==> src/rtl/in_stage_pkg.sv <==
// Shared constants and state encoding for the packet-assembly stage and its
// downstream serialiser.
package in_stage_pkg;

  localparam int PKT_LEN = 188;
  localparam int DATA_W  = 8;
  localparam int ADDR_W  = 8;

  // Terminal packet address, also used by out_stage as its wrap point.
  localparam logic [ADDR_W-1:0] LAST_ADDR = ADDR_W'(PKT_LEN - 1);

  typedef enum logic [0:0] {
    IDLE = 1'b0,
    FILL = 1'b1
  } state_e;

endpackage

==> src/rtl/in_stage_pp_ram.sv <==
// Two-bank ping-pong packet RAM: one write port and one registered read port,
// with each bank addressed by {bank, addr}.
module in_stage_pp_ram
  import in_stage_pkg::*;
(
  input  logic              clk,
  input  logic              rst,
  input  logic              we_i,
  input  logic              wr_bank_i,
  input  logic [ADDR_W-1:0] wr_addr_i,
  input  logic [DATA_W-1:0] wr_data_i,
  input  logic              rd_bank_i,
  input  logic [ADDR_W-1:0] rd_addr_i,
  output logic [DATA_W-1:0] rd_data_o
);

  logic [DATA_W-1:0] mem_q [0:1][0:PKT_LEN-1];
  logic [DATA_W-1:0] rd_data_q;

  // Write port; the writer never produces an address beyond LAST_ADDR.
  always_ff @(posedge clk) begin
    if (we_i) begin
      mem_q[wr_bank_i][wr_addr_i] <= wr_data_i;
    end
  end

  // Registered read.  A read and a write to the same location in one cycle return the old data.
  always_ff @(posedge clk or posedge rst) begin
    if (rst) begin
      rd_data_q <= '0;
    end else if (rd_addr_i <= LAST_ADDR) begin
      rd_data_q <= mem_q[rd_bank_i][rd_addr_i];
    end else begin
      rd_data_q <= '0;
    end
  end

  assign rd_data_o = rd_data_q;

endmodule

==> src/rtl/in_stage.sv <==
// Packet-assembly stage: collects PKT_LEN-byte packets into a ping-pong RAM and
// flags complete and abandoned packets to the downstream serialiser.
module in_stage
  import in_stage_pkg::*;
(
  input  logic              clk,
  input  logic              reset,
  input  logic              Valid_in,
  input  logic              Sop_in,
  input  logic [DATA_W-1:0] In_byte,
  input  logic              RE,
  input  logic [ADDR_W-1:0] RdAdd,
  output logic [DATA_W-1:0] Rd_byte,
  output logic              DONE,
  output logic              WrBank,
  output logic              Pkt_err
);

  state_e            state_q, state_d;
  logic [ADDR_W-1:0] wr_cnt_q, wr_cnt_d;
  logic              wr_bank_q, wr_bank_d;
  logic              done_q, done_d;
  logic              pkt_err_q, pkt_err_d;
  logic              we_s;
  logic [ADDR_W-1:0] wr_addr_s;

  // State register.  After reset the writer starts on bank 1 because the reader starts on bank 0.
  always_ff @(posedge clk or posedge reset) begin
    if (reset) begin
      state_q   <= IDLE;
      wr_cnt_q  <= '0;
      wr_bank_q <= 1'b1;
      done_q    <= 1'b0;
      pkt_err_q <= 1'b0;
    end else begin
      state_q   <= state_d;
      wr_cnt_q  <= wr_cnt_d;
      wr_bank_q <= wr_bank_d;
      done_q    <= done_d;
      pkt_err_q <= pkt_err_d;
    end
  end

  // Next-state logic
  always_comb begin
    state_d = state_q;
    case (state_q)
      IDLE: begin
        if (Valid_in && Sop_in) begin
          state_d = FILL;
        end else begin
          state_d = IDLE;
        end
      end
      FILL: begin
        if (Valid_in && !Sop_in && (wr_cnt_q == LAST_ADDR)) begin
          state_d = IDLE;
        end else begin
          state_d = FILL;
        end
      end
      default: state_d = IDLE;
    endcase
  end

  // Write-port control, counter, bank toggle and pulse generation
  always_comb begin
    we_s      = 1'b0;
    wr_addr_s = wr_cnt_q;
    wr_cnt_d  = wr_cnt_q;
    wr_bank_d = wr_bank_q;
    done_d    = 1'b0;
    pkt_err_d = 1'b0;
    case (state_q)
      IDLE: begin
        if (Valid_in && Sop_in) begin
          we_s      = 1'b1;
          wr_addr_s = '0;
          wr_cnt_d  = ADDR_W'(1);
        end else begin
          wr_cnt_d  = '0;
        end
      end
      FILL: begin
        if (Valid_in && Sop_in) begin
          // A new start-of-packet abandons the partial packet and restarts it in the same bank.
          we_s      = 1'b1;
          wr_addr_s = '0;
          wr_cnt_d  = ADDR_W'(1);
          pkt_err_d = 1'b1;
        end else if (Valid_in) begin
          we_s = 1'b1;
          if (wr_cnt_q == LAST_ADDR) begin
            wr_cnt_d  = '0;
            wr_bank_d = ~wr_bank_q;
            done_d    = 1'b1;
          end else begin
            wr_cnt_d  = wr_cnt_q + ADDR_W'(1);
          end
        end else begin
          wr_cnt_d = wr_cnt_q;
        end
      end
      default: begin
        wr_cnt_d = '0;
      end
    endcase
  end

  in_stage_pp_ram u_pp_ram (
    .clk       (clk),
    .rst       (reset),
    .we_i      (we_s),
    .wr_bank_i (wr_bank_q),
    .wr_addr_i (wr_addr_s),
    .wr_data_i (In_byte),
    .rd_bank_i (RE),
    .rd_addr_i (RdAdd),
    .rd_data_o (Rd_byte)
  );

  assign DONE    = done_q;
  assign WrBank  = wr_bank_q;
  assign Pkt_err = pkt_err_q;

endmodule

==> config.mk <==
export PLATFORM = sky130hd
export DESIGN_NAME = in_stage
export DESIGN_NICKNAME = d
export VERILOG_FILES = /design/src/rtl/in_stage_pkg.sv /design/src/rtl/in_stage_pp_ram.sv /design/src/rtl/in_stage.sv
export SDC_FILE = /design/constraint.sdc
export NUM_CORES = 2
export LEC_CHECK = 0
export ABC_AREA = 1
export CAP_MARGIN = 20
export CORE_ASPECT_RATIO = 2
export CORE_MARGIN = 3
export CORE_UTILIZATION = 40
export DETAILED_ROUTE_END_ITERATION = 7
export PLACE_DENSITY = 0.58
export SYNTH_ARGS = -nofsm -noshare
export SYNTH_HDL_FRONTEND = slang
export SYNTH_SLANG_ARGS = --single-unit
==> constraint.sdc <==
create_clock -name clk -period 4.8 [get_ports clk]
set_input_delay 1.44 -clock clk [delete_from_list [all_inputs] [get_ports clk]]
set_output_delay 1.44 -clock clk [all_outputs]
set_load 0.01 [all_outputs]
==> results.json <==
{
  "run_status": "completed",
  "final_hold_viol_count": 0,
  "chipWidth_um": 402,
  "synth_cell_count_leaders": "edfxtp_1, nand2_1, nor2_1, nand3_1, o21ai_0",
  "timing.final.crit_period_ns": 4.17,
  "maxClockFrequency_mhz": 240,
  "core_area_sq_mm": 0.312,
  "endpoint_kind": "flip-flop",
  "antenna_violating_nets_post_route": 0,
  "crit_path_max_incr_delay_ns": 0.62,
  "hold_path_end": "state_q",
  "peakVddDrop_mv": 0.314,
  "postSynthCellCount": 11000,
  "dieHeight_um": 798,
  "port_buffers": 31,
  "timing.critical_path.arrival_ns": 4.81,
  "clk_pin_slew_worst_paths_ns": 0.07,
  "detailedRoute.firstPassIterationCount": 7,
  "postRouteWirelength_um": 391000,
  "clock_tree_from_tritoncts": "built",
  "syn-cell-area_sq_mm": 0.126,
  "hold_depth": 2,
  "route.detailed.drc": 0,
  "path_max_fanout": 13,
  "worstSetupPathType": "in2reg",
  "critical_path.startpoint_type": "primary input",
  "synth.top_cells.by_area": "edfxtp_1, nand2_1, nor2_1, nand3_1, o21ai_0",
  "cellLeakagePower_nw": 50.7,
  "ys.flop_type": "edfxtp_1",
  "grt_max_degree": 143,
  "dp.final_hpwl_um": 249000,
  "grt-ovfl-total": 0,
  "critPathSlowestCell": "clkdlybuf4s50_1",
  "ys_seq_elements": 3028,
  "hold_ws_ns": 0.583,
  "yosysMostFrequentCell": "edfxtp_1",
  "ys_seq_area_frac": 0.724,
  "cts_repair_resize_count": 0,
  "synth.net_count": 11000,
  "reg2reg_to": "u_pp_ram.mem_q[1][246]",
  "global_route_wire_length_before_repair_um": 565000,
  "synth_top_area_share": 0.720,
  "asyncSetResetFlopFracSynth": 0.00661,
  "min_from": "state_q",
  "cts_root_buffer_type": "clkbuf_16",
  "slew_headroom": 0.291,
  "worst_r2r_startpoint": "wr_cnt_q[2]",
  "tightest_slew_ns": 1.06,
  "std_cell_rows": 290,
  "gr-usage-all-layers": 0.237,
  "rsz0062_at_grt": "false",
  "vias_per_cell": 5.47,
  "slew_violations": 0,
  "drive_gt1_frac": 0.0991,
  "top_level_ports": 32,
  "area_growth_syn_to_layout_pct": 13.4,
  "skew_ns": 0.0814,
  "cts_inserted_buffers": 247,
  "timing.critical_path.cells": "clkdlybuf4s50_1, nand2_1, inv_2, nor2_1, nor2_1, inv_1, nor2_1, inv_1, buf_4, nor3_1, buf_4",
  "multi_input_combinational_cell_area_sq_mm": 0.0296,
  "cts_htree_levels": 4,
  "fin_total_pwr_w": 0.0537,
  "critical_path.most_common_cell": "nor2_1",
  "final-setup-viol-count": 0,
  "layout.filler_cells": 28200,
  "holdBufCountCts": 0,
  "initialDrtViolationCount": 8404,
  "clockBufferDepth": 4,
  "worst_ep_required_time_ns": 5.44,
  "number_of_global_route_vias_before_repair": 84600,
  "initial_utilization": 0.402,
  "die-area_sq_mm": 0.321,
  "worst_r2r_path_depth": 8,
  "finalCritPeriodShare": 0.868,
  "dr_total_vias": 84900,
  "netlist-cell-type-count": 33,
  "clock_latency_ns": 0.93,
  "cap_violations": 0,
  "sequential_cell_area_sq_mm": 0.0908,
  "clkSinkCount": 3028,
  "synth_area_leader_cell": "edfxtp_1",
  "power_density_mw_per_mm2": 378,
  "postSynthAreaPerCell_sq_um": 11.4,
  "routabilityCongestion": 0.915,
  "wl_per_cell_um": 25.2,
  "r2r_setup_slack_ns": 1.59,
  "synth-edff-count": 3008,
  "yosysWarnings": 0,
  "hp-class": "reg2reg",
  "antenna_found_initial": 4,
  "post-cts-setup-buffer-count": 0,
  "num-nets-final": 11300
}
[placed cells by master (no fill, tap or decap), types with 4 or more instances in the layout]
master           synthesis  final
edfxtp_1              3008   3008
nand2_1               2360   2357
nor2_1                1795   1793
nand3_1                985    985
o21ai_0                896    896
buf_4                   62    612
inv_1                  435    432
nor3_1                 307    307
o211ai_1               271    271
clkbuf_16                0    250
buf_12                   0     94
clkinv_1                 9     56
a21oi_1                 54     54
clkinv_2                 0     44
clkbuf_1               334     41
or2_2                   32     32
bufinv_16                0     32
o22ai_1                 29     29
dfrtp_1                 19     19
o21ai_1                 19     19
o221ai_1                19     19
clkdlybuf4s50_1          0     19
clkinvlp_4               0     17
buf_8                    0     11
inv_6                    0      8
clkinv_4                 0      8
inv_2                    9      6
xor2_1                   4      4
[worst max-delay path: cells and delay by family]
family                 cells  cell delay [ns]
and+or+nand+nor            5             1.30
buffers and inverters      6             2.05
[worst max-delay path by stage]
stage | start | endpoint | slack [ns] | cells after the start
finish | Valid_in | u_pp_ram.mem_q[0][1405] | 0.63 | 11
global route | Valid_in | u_pp_ram.mem_q[0][1405] | 0.58 | 11
CTS | Valid_in | u_pp_ram.mem_q[1][748] | 0.61 | 11
detailed placement | Valid_in | u_pp_ram.mem_q[1][748] | -0.31 | 11
global placement | Valid_in | u_pp_ram.mem_q[0][1004] | -0.37 | 12
floorplan | Valid_in | u_pp_ram.mem_q[0][104] | 1.21 | 9
[where the power goes]
group	total, W	switching (W)	internal [W]	leakage, nW
clock network	0.0208	0.00946	0.0113	3.93
logic	0.00387	0.00293	0.000936	19.5
registers	0.0291	0.0000205	0.0291	27.3
total	0.0537	0.0124	0.0413	50.7
[stage by stage]
step                setup WS, ns  utilization  instances  setup TNS, ns  instance area (sq um)
floorplan                   1.21            -      11000              0                 126000
global placement          -0.369        0.430      15100         -76.42                 134000
detailed placement        -0.306        0.430      15100         -56.28                 134000
CTS                        0.613        0.456      15500              0                 142000
global route               0.578        0.456      15500              0                 142000
finish                     0.632        0.456      15500              0                 142000
[kinds of logic (layout without fill, tap and decap cells)]
| kind of cell | Yosys count | count (layout) | share of synthesized area |
|---|---|---|---|
| AO/OA/AOI/OAI | 1291 | 1291 | 0.0578 |
| XOR/XNOR | 5 | 5 | 0.000349 |
| adder cells (fa/ha/maj) | 1 | 1 | 0.0000997 |
| buffers and inverters | 1181 | 1643 | 0.0404 |
| flip-flops | 3028 | 3028 | 0.724 |
| other | 0 | 2 | 0 |
| AND/OR/NAND/NOR | 5486 | 5486 | 0.178 |
[cell type report]
cell class / count / share of cell area
clock inverter: 157 / 0.0115
inverter: 454 / 0.0123
clock buffer: 294 / 0.0453
antenna: 2 / 0.0000352
timing repair buffer: 738 / 0.0484
sequential: 3028 / 0.638
tap: 4088 / 0.0359
multi-input combinational: 6783 / 0.208
[flip-flops by register name, indices dropped and copies added (netlist names)]
name                cells
WrBank                  1
Pkt_err                 1
u_pp_ram.mem_q       3008
wr_cnt_q                8
state_q                 1
u_pp_ram.rd_data_o      8
DONE                    1
[routing by layer]
layer	up-vias	global-route usage	routed length (um)
met1	42200	0.259	136000
met3	971	0.0290	22100
li1	38600	-	-
met5	-	0	13
met2	3135	0.425	201000
met4	2	0.170	32400
Note: power is estimated with default switching activity, not from simulation.
